### config.mk
export PLATFORM = sky130hd
export DESIGN_NAME = mult_div_unit
export DESIGN_NICKNAME = d
export VERILOG_FILES = /design/src/rtl/mult_div_unit.sv
export SDC_FILE = /design/constraint.sdc
export NUM_CORES = 1
export LEC_CHECK = 0
export CELL_PAD_IN_SITES_DETAIL_PLACEMENT = 0
export CELL_PAD_IN_SITES_GLOBAL_PLACEMENT = 1
export CORE_UTILIZATION = 25
export CTS_BUF_LIST = sky130_fd_sc_hd__clkbuf_8
export DETAILED_ROUTE_END_ITERATION = 12
export GPL_ROUTABILITY_DRIVEN = 0
export HOLD_SLACK_MARGIN = 0.08
export PLACE_DENSITY_LB_ADDON = 0.1
export SLEW_MARGIN = 20
export SYNTH_ARGS = -nofsm -noshare
export SYNTH_HDL_FRONTEND = slang
export SYNTH_SLANG_ARGS = --single-unit
### constraint.sdc
create_clock -name clk -period 5.23 [get_ports clk]
set_input_delay 1.046 -clock clk [delete_from_list [all_inputs] [get_ports clk]]
set_output_delay 1.046 -clock clk [all_outputs]
set_load 0.02 [all_outputs]
### src/rtl/mult_div_unit.sv
// mult_div_unit: multicycle signed 32x32 multiply / 32/32 divide responder.
//
// Ports:
//   clk       in   rising-edge clock
//   reset     in   synchronous, active-low reset
//   start     in   one-cycle request pulse, sampled only in IDLE or DONE
//   op        in   0 = MULT (signed), 1 = DIV (signed); captured with start
//   a, b      in   32-bit operands; captured with start
//   busy      out  operation in progress (CALC, FIX)
//   done      out  one-cycle pulse; hi/lo are valid from this cycle on
//   div_zero  out  one-cycle pulse with done for DIV with b == 0
//   hi, lo    out  MULT: product[63:32] / product[31:0]; DIV: remainder / quotient
//
// Handshake: start is a request pulse accepted at a rising edge only while
// busy is low; a start seen while busy is dropped, not queued. Each accepted
// request produces exactly one done pulse unless reset aborts it first.
//
// The datapath works on magnitudes (33 bits so |0x80000000| fits) and
// applies the sign correction in a single FIX cycle.
module mult_div_unit (
  input  logic        clk,
  input  logic        reset,
  input  logic        start,
  input  logic        op,
  input  logic [31:0] a,
  input  logic [31:0] b,
  output logic        busy,
  output logic        done,
  output logic        div_zero,
  output logic [31:0] hi,
  output logic [31:0] lo
);

  typedef enum logic [1:0] {IDLE, CALC, FIX, DONE} state_t;

  state_t      state;
  logic        op_r;
  logic        sign_a;
  logic        sign_b;
  logic [5:0]  cnt;
  logic [32:0] mag_b;    // MULT: multiplier, shifted right; DIV: divisor, constant
  logic [63:0] mcand;    // MULT: multiplicand, shifted left each step
  logic [63:0] acc;      // MULT: product accumulator
  logic [32:0] rem;      // DIV: partial remainder
  logic [31:0] quo;      // DIV: dividend in, quotient out (shift register)

  logic [32:0] a_ext, b_ext, abs_a, abs_b;
  logic [32:0] rem_shift, rem_sub;
  logic        rem_ge;
  logic [63:0] prod_fix;
  logic [31:0] quo_fix, rem_fix;

  // Operand magnitudes, computed on the 33-bit sign extension.
  always_comb begin
    a_ext = {a[31], a};
    b_ext = {b[31], b};
    abs_a = a[31] ? (~a_ext + 33'd1) : a_ext;
    abs_b = b[31] ? (~b_ext + 33'd1) : b_ext;
  end

  // Restoring division step: shift in the next dividend bit, then subtract
  // the divisor if it fits.
  always_comb begin
    rem_shift = (rem << 1) | {32'd0, quo[31]};
    rem_ge    = (rem_shift >= mag_b);
    rem_sub   = rem_shift - mag_b;
  end

  // Sign correction: product/quotient negative when operand signs differ,
  // remainder follows the dividend.
  always_comb begin
    prod_fix = (sign_a ^ sign_b) ? (~acc + 64'd1) : acc;
    quo_fix  = (sign_a ^ sign_b) ? (~quo + 32'd1) : quo;
    rem_fix  = sign_a ? (~rem[31:0] + 32'd1) : rem[31:0];
  end

  always_ff @(posedge clk) begin
    if (!reset) begin
      state    <= IDLE;
      op_r     <= 1'b0;
      sign_a   <= 1'b0;
      sign_b   <= 1'b0;
      cnt      <= 6'd0;
      mag_b    <= 33'd0;
      mcand    <= 64'd0;
      acc      <= 64'd0;
      rem      <= 33'd0;
      quo      <= 32'd0;
      busy     <= 1'b0;
      done     <= 1'b0;
      div_zero <= 1'b0;
      hi       <= 32'd0;
      lo       <= 32'd0;
    end else begin
      case (state)
        IDLE, DONE: begin
          done     <= 1'b0;
          div_zero <= 1'b0;
          if (start) begin
            op_r   <= op;
            sign_a <= a[31];
            sign_b <= b[31];
            cnt    <= 6'd0;
            mag_b  <= abs_b;
            mcand  <= {31'd0, abs_a};
            acc    <= 64'd0;
            rem    <= 33'd0;
            quo    <= abs_a[31:0];
            if (op && (b == 32'd0)) begin
              // Divide by zero: flag at once, hi/lo keep their old value.
              state    <= DONE;
              done     <= 1'b1;
              div_zero <= 1'b1;
            end else begin
              state <= CALC;
              busy  <= 1'b1;
            end
          end else begin
            state <= IDLE;
          end
        end

        CALC: begin
          if (op_r) begin
            rem <= rem_ge ? rem_sub : rem_shift;
            quo <= {quo[30:0], rem_ge};
          end else begin
            if (mag_b[0]) acc <= acc + mcand;
            mcand <= mcand << 1;
            mag_b <= mag_b >> 1;
          end
          cnt <= cnt + 6'd1;
          if (cnt == 6'd31) state <= FIX;
        end

        FIX: begin
          if (op_r) begin
            hi <= rem_fix;
            lo <= quo_fix;
          end else begin
            hi <= prod_fix[63:32];
            lo <= prod_fix[31:0];
          end
          busy  <= 1'b0;
          done  <= 1'b1;
          state <= DONE;
        end

        default: state <= IDLE;
      endcase
    end
  end

endmodule

Word level (Yosys, flattened, before mapping)
Index checks and enable logic that the tools add are counted.
Word-level totals
  flip-flop bits (word level): 303
  logic and storage cells: 89
Operators by class
  add/subtract/negate cells: 8
  $lt $le $gt $ge: 1
  equal/unequal tests: 10
  mux-type cells: 36
  bitwise operators: 7
  reduce and logical (&&, ||, !) cells: 12
Operators with widths (count)
  $mux W64: 6
  $mux W32: 9
  $pmux W64 S2: 2
  $mux W33: 4
  $pmux W32 S2: 2
  $add A33 B1 Y33 const B: 2
  $not A33 Y33: 2
  $pmux W33 S2: 1
  $add A32 B1 Y32 const B: 2
  $add A64 B1 Y64 const B: 1
  $add A64 B64 Y64: 1
  $not A32 Y32: 2
  $not A64 Y64: 1
  $ge A33 B33 Y1: 1
  $or A33 B1 Y33: 1
  $logic_not A32 Y1: 1
  $sub A32 B32 Y32: 1
  $ne A2 B2 Y1 const B: 6
  $pmux W6 S2: 1
  $reduce_and A3 Y1: 3
  $add A6 B1 Y6 const B: 1
  $eq A6 B5 Y1 const B: 1
  $mux W2: 3
  $mux W6: 1
  12 further kinds: 19

Depth between registers and ports, before layout
  depth in word-level cells: 5
  mapped depth: 15
  gate-level depth less buffers: 15

Worst setup path before layout
Ideal clock, no wire load.
  path type: input to register
  start point: input port a[4]
  end point: register mcand[28]
  arrival: 3.616 ns
  required time: 5.160 ns
  slack: 1.544 ns
  stages on the path: 11
  path buffers: 0
  cells stage by stage: nor3_1 > nand3b_1 > nand2b_1 > or3_1 > or3_1 > or3_1 > o31ai_1 > xnor2_1 > nor2_1 > a211o_1 > a21oi_1
Between the ends
  word-level cells in the longest chain between the ends: 5
Ends and longest elaborated chain
  from (decl): RTL line 25  | input logic [31:0] a,
  $not A33 Y33: RTL line 57  | abs_a = a[31] ? (~a_ext + 33'd1) : a_ext;
  $add A33 B1 Y33: RTL line 57
  $mux W33: RTL line 57
  $mux W64: RTL line 99  | if (start) begin
  $pmux W64 S2: RTL line 95  | case (state)
  to (signal assigned): RTL line 105  | mcand <= {31'd0, abs_a};
  to (signal assigned): RTL line 129  | mcand <= mcand << 1;
  to (decl): RTL line 42  | logic [63:0] mcand;
Every way passes these cells. The select of a mux whose other input is x is not followed.
A chain may end at the register's enable or synchronous reset.

Worst setup path after layout
  start point: register acc[0]
  end point: register acc[60]
Between the ends
  word-level cells in the longest chain between the ends: 4
Ends and longest elaborated chain
  from (decl): RTL line 43  | logic [63:0] acc;
  from (signal assigned): RTL line 128  | if (mag_b[0]) acc <= acc + mcand;
  $add A64 B64 Y64: RTL line 128
  $mux W64: RTL line 128
  $mux W64: RTL line 124  | if (op_r) begin
  $pmux W64 S2: RTL line 95
Every way passes these cells. The select of a mux whose other input is x is not followed.

==> run metrics <==
CTS Buffer Depth=3; Num CTS Buffers=approximately 70; CP Launch Type=flop; Post-synth ARST share=0%; Die H=a little under 300 µm; Placed Cells=between 3000 and 4000; Sw Ratio=45.29%; RR Startpoint=acc[0]; FF+latch count, synth=~300; CP Cell Sequence=ha_1 > inv_1 > fa_1 > nor2b_1 > o31ai_1 > a211oi_1 > a2111oi_2 > o21ai_0 > a21oi_1 > o2111ai_1 > and3_1 > a31oi_1 > xor2_1 > o21ai_0; depth of the worst register-to-register path=14; final hold viol count=0; most frequent CP cell=o21ai_0; clk root buf=clkbuf_8; CP max stage delay=between 0.7 and 0.8 ns; Setup violations, final=0; H-tree levels=3; DRC=0; Post-Syn Instances=approximately 2900; die area=85860 µm²; DR vias=approximately 21000; die width=around 290 µm; Nets=~3000; ranking of synthesized cells by area=dfxtp_1 29%, nor2_1 7.0%, a21oi_1 6.8%, ha_1 6.2%, xnor2_1 5.6%; CTS-repair resized insts=0; crit path capture type=flop; Initial Util=about a quarter; Layout Cells excl Fill=between 4000 and 5000; outcome=finished, final reports clean; commonest register cell after synthesis=dfxtp_1; Mapped Area=around 21000 µm²; period utilisation layout=82.42%; Max Fclk=232.0 MHz; NetSw=roughly 0.0049 W; sequential share of power=between 20% and 30%; WHS Path Cells=2; first-pass GRT wire length=around 130000 µm; post-DR vias/cell=between 5 and 6; Required @ worst endpoint=5.73 ns; Iter 0 DRT Violations=~1400; Post-Syn Nets=3027; max-slew violation count=0; worst-skew pair later-pin latency=approximately 0.67 ns; Tightest Pin Transition=approximately 1.1 ns; Buf/Inv on CP=1; Max rail drop VDD=between 0.2 and 0.25 mV; postcts setup bufs=0; Crit Reg-Reg Endpoint=acc[60]; final wirelength=~81000 µm; proportion of layout cells with a drive suffix above 1=6.343%; P_int=~0.0059 W; vias in the first global route=slightly above 20000; min Tclk post-route=~4.3 ns; highest-count cells in the layout ignoring fill and taps=391 x nor2_1, 302 x dfxtp_1, 287 x a21oi_1, 287 x nand2_1, 200 x o21ai_0; syn_area_per_cell=roughly 7.4 µm²; share of the synthesized area in the top cell type=between 20 and 30%; Synth cell types=between 70 and 80; CP delay by family, top=compound AO/OA/AOI/OAI gates; Power Density=between 400 and 500 nW/µm²; cell accounting for the most synthesized area=dfxtp_1; post-route ant nets=0; Setup crit start=acc[0]; clk slew on worst S/H paths=0.06 ns; largest net degree at the start of global routing=about 170; clock power share=between 20% and 30%; 1st-pass router iterations=5; R2R Setup Slk=~0.9 ns; Hold Path Sink=hi[28]; Max Fanout on Critical Path=7; worst relative slew slack=about a quarter; IO Count=roughly 140; combinational power share=a little under half; initial antenna violation count=5; core area=roughly 84000 µm²; clock tree sinks=303; Seq/Total Area, Yosys=roughly 29%; CTS tree=done; WL/cell=between 15 and 20 µm; total track usage=approximately a fifth; CP Class=flop to flop; Hold WC Path Type=flop to flop; synthesis-to-layout area growth=18.35%; worst-case clock skew=0.04671 ns; most common cell after layout, fill and taps aside=nor2_1; setup repair after global routing missed its margin=no; Crit-path slowest cell=a21oi_1; LEAKAGE=around 10 nW; Congestion Overflow GR=0; Worst EP arrival=around 4.8 ns; number of hold buffers added after cts=0; Syn. warnings=0; post-layout utilization of the core=about 30%; Post-DP HPWL=between 50000 and 60000 µm; setup TNS=0 ns; # port buffers=134; site row count=~110; # fillers=a little over 9000; Post-synth EDFFs=0; Max Cap Viol=0; hold_sp=hi[28]
[Yosys cell counts, types with 42 or more instances]
| master | n |
|---|---|
| xnor2_1 | 136 |
| a21oi_1 | 288 |
| a22oi_1 | 63 |
| inv_1 | 88 |
| nor2_1 | 393 |
| dfxtp_1 | 303 |
| nand2_1 | 287 |
| a211oi_1 | 52 |
| nor3_1 | 93 |
| clkbuf_1 | 150 |
| o21ai_0 | 200 |
| ha_1 | 105 |
| a21o_1 | 62 |
| xor2_1 | 131 |
| nand3_1 | 42 |
[cells by family after synthesis]
family	count (synthesis)	share of synthesized area, %
muxes	41	1.997
xor gates and xnor gates	267	11.04
DFF	303	28.65
buffers and inverters	265	4.881
and+or+nand+nor	1002	21.40
adders and majority gates	107	6.394
AOI/OAI and AO/OA	867	25.63
[sequential cells by signal, indices dropped and copies added (netlist names)]
name / flops
done: 1
mcand: 64
cnt: 6
lo: 32
state: 2
busy: 1
sign_a: 1
hi: 32
op_r: 1
div_zero: 1
mag_b: 33
acc: 64
rem: 32
sign_b: 1
quo: 32
[cell type report]
class / count / area (µm²) / area share [%]
timing repair buffer: 167 / 1639 / 6.541
inverter: 90 / 346.6 / 1.383
antenna: 1 / 2.502 / 0.009986
clock buffer: 86 / 1184 / 4.723
tap: 1134 / 1419 / 5.662
sequential: 303 / 6070 / 24.22
clock inverter: 34 / 235.2 / 0.9386
multi-input combinational: 2284 / 14160 / 56.52
[per-layer routing]
layer,wire length (µm),vias to the layer above,track usage (%)
met4,2116,6,5.759
met1,41370,9804,27.40
met5,41,-,0
li1,-,10270,-
met3,4273,117,3.464
met2,33470,498,27.84
[per-stage QoR]
stage / total power, W / hold WS, ns / setup WS (ns) / cell area [µm²]
floorplan: 0.006333 / 0.4455 / 1.544 / 21170
global placement: 0.008067 / 0.4622 / 0.6557 / 23640
detailed placement: 0.008062 / 0.4597 / 0.7012 / 23640
CTS: 0.01101 / 0.4712 / 0.8120 / 25060
global route: 0.01168 / 0.4980 / 0.5034 / 25060
finish: 0.01086 / 0.4657 / 0.9192 / 25060
[power by group through the flow]
stage | combinational, W | sequential (W) | clock [W]
floorplan | 0.00335 | 0.00298 | 0
global route | 0.00551 | 0.00311 | 0.00306
detailed placement | 0.00496 | 0.00310 | 0
finish | 0.00497 | 0.00305 | 0.00284
global placement | 0.00497 | 0.00310 | 0
CTS | 0.00499 | 0.00306 | 0.00296
[tightest hold or removal path, stage by stage (launching register included)]
cell,delay [ns]
dfxtp_1,0.31
nand2_1,0.06
a21oi_1,0.05
[worst max path at each step]
stage | end | slack, ns | depth (start not counted)
final | acc[60] | 0.92 | 14
after floorplan | mcand[28] | 1.54 | 11
after global routing | acc[58] | 0.50 | 14
after detailed placement | quo[28] | 0.70 | 12
after global placement | quo[28] | 0.66 | 12
after CTS | acc[58] | 0.81 | 14
Power figures use the tool's default switching activity.
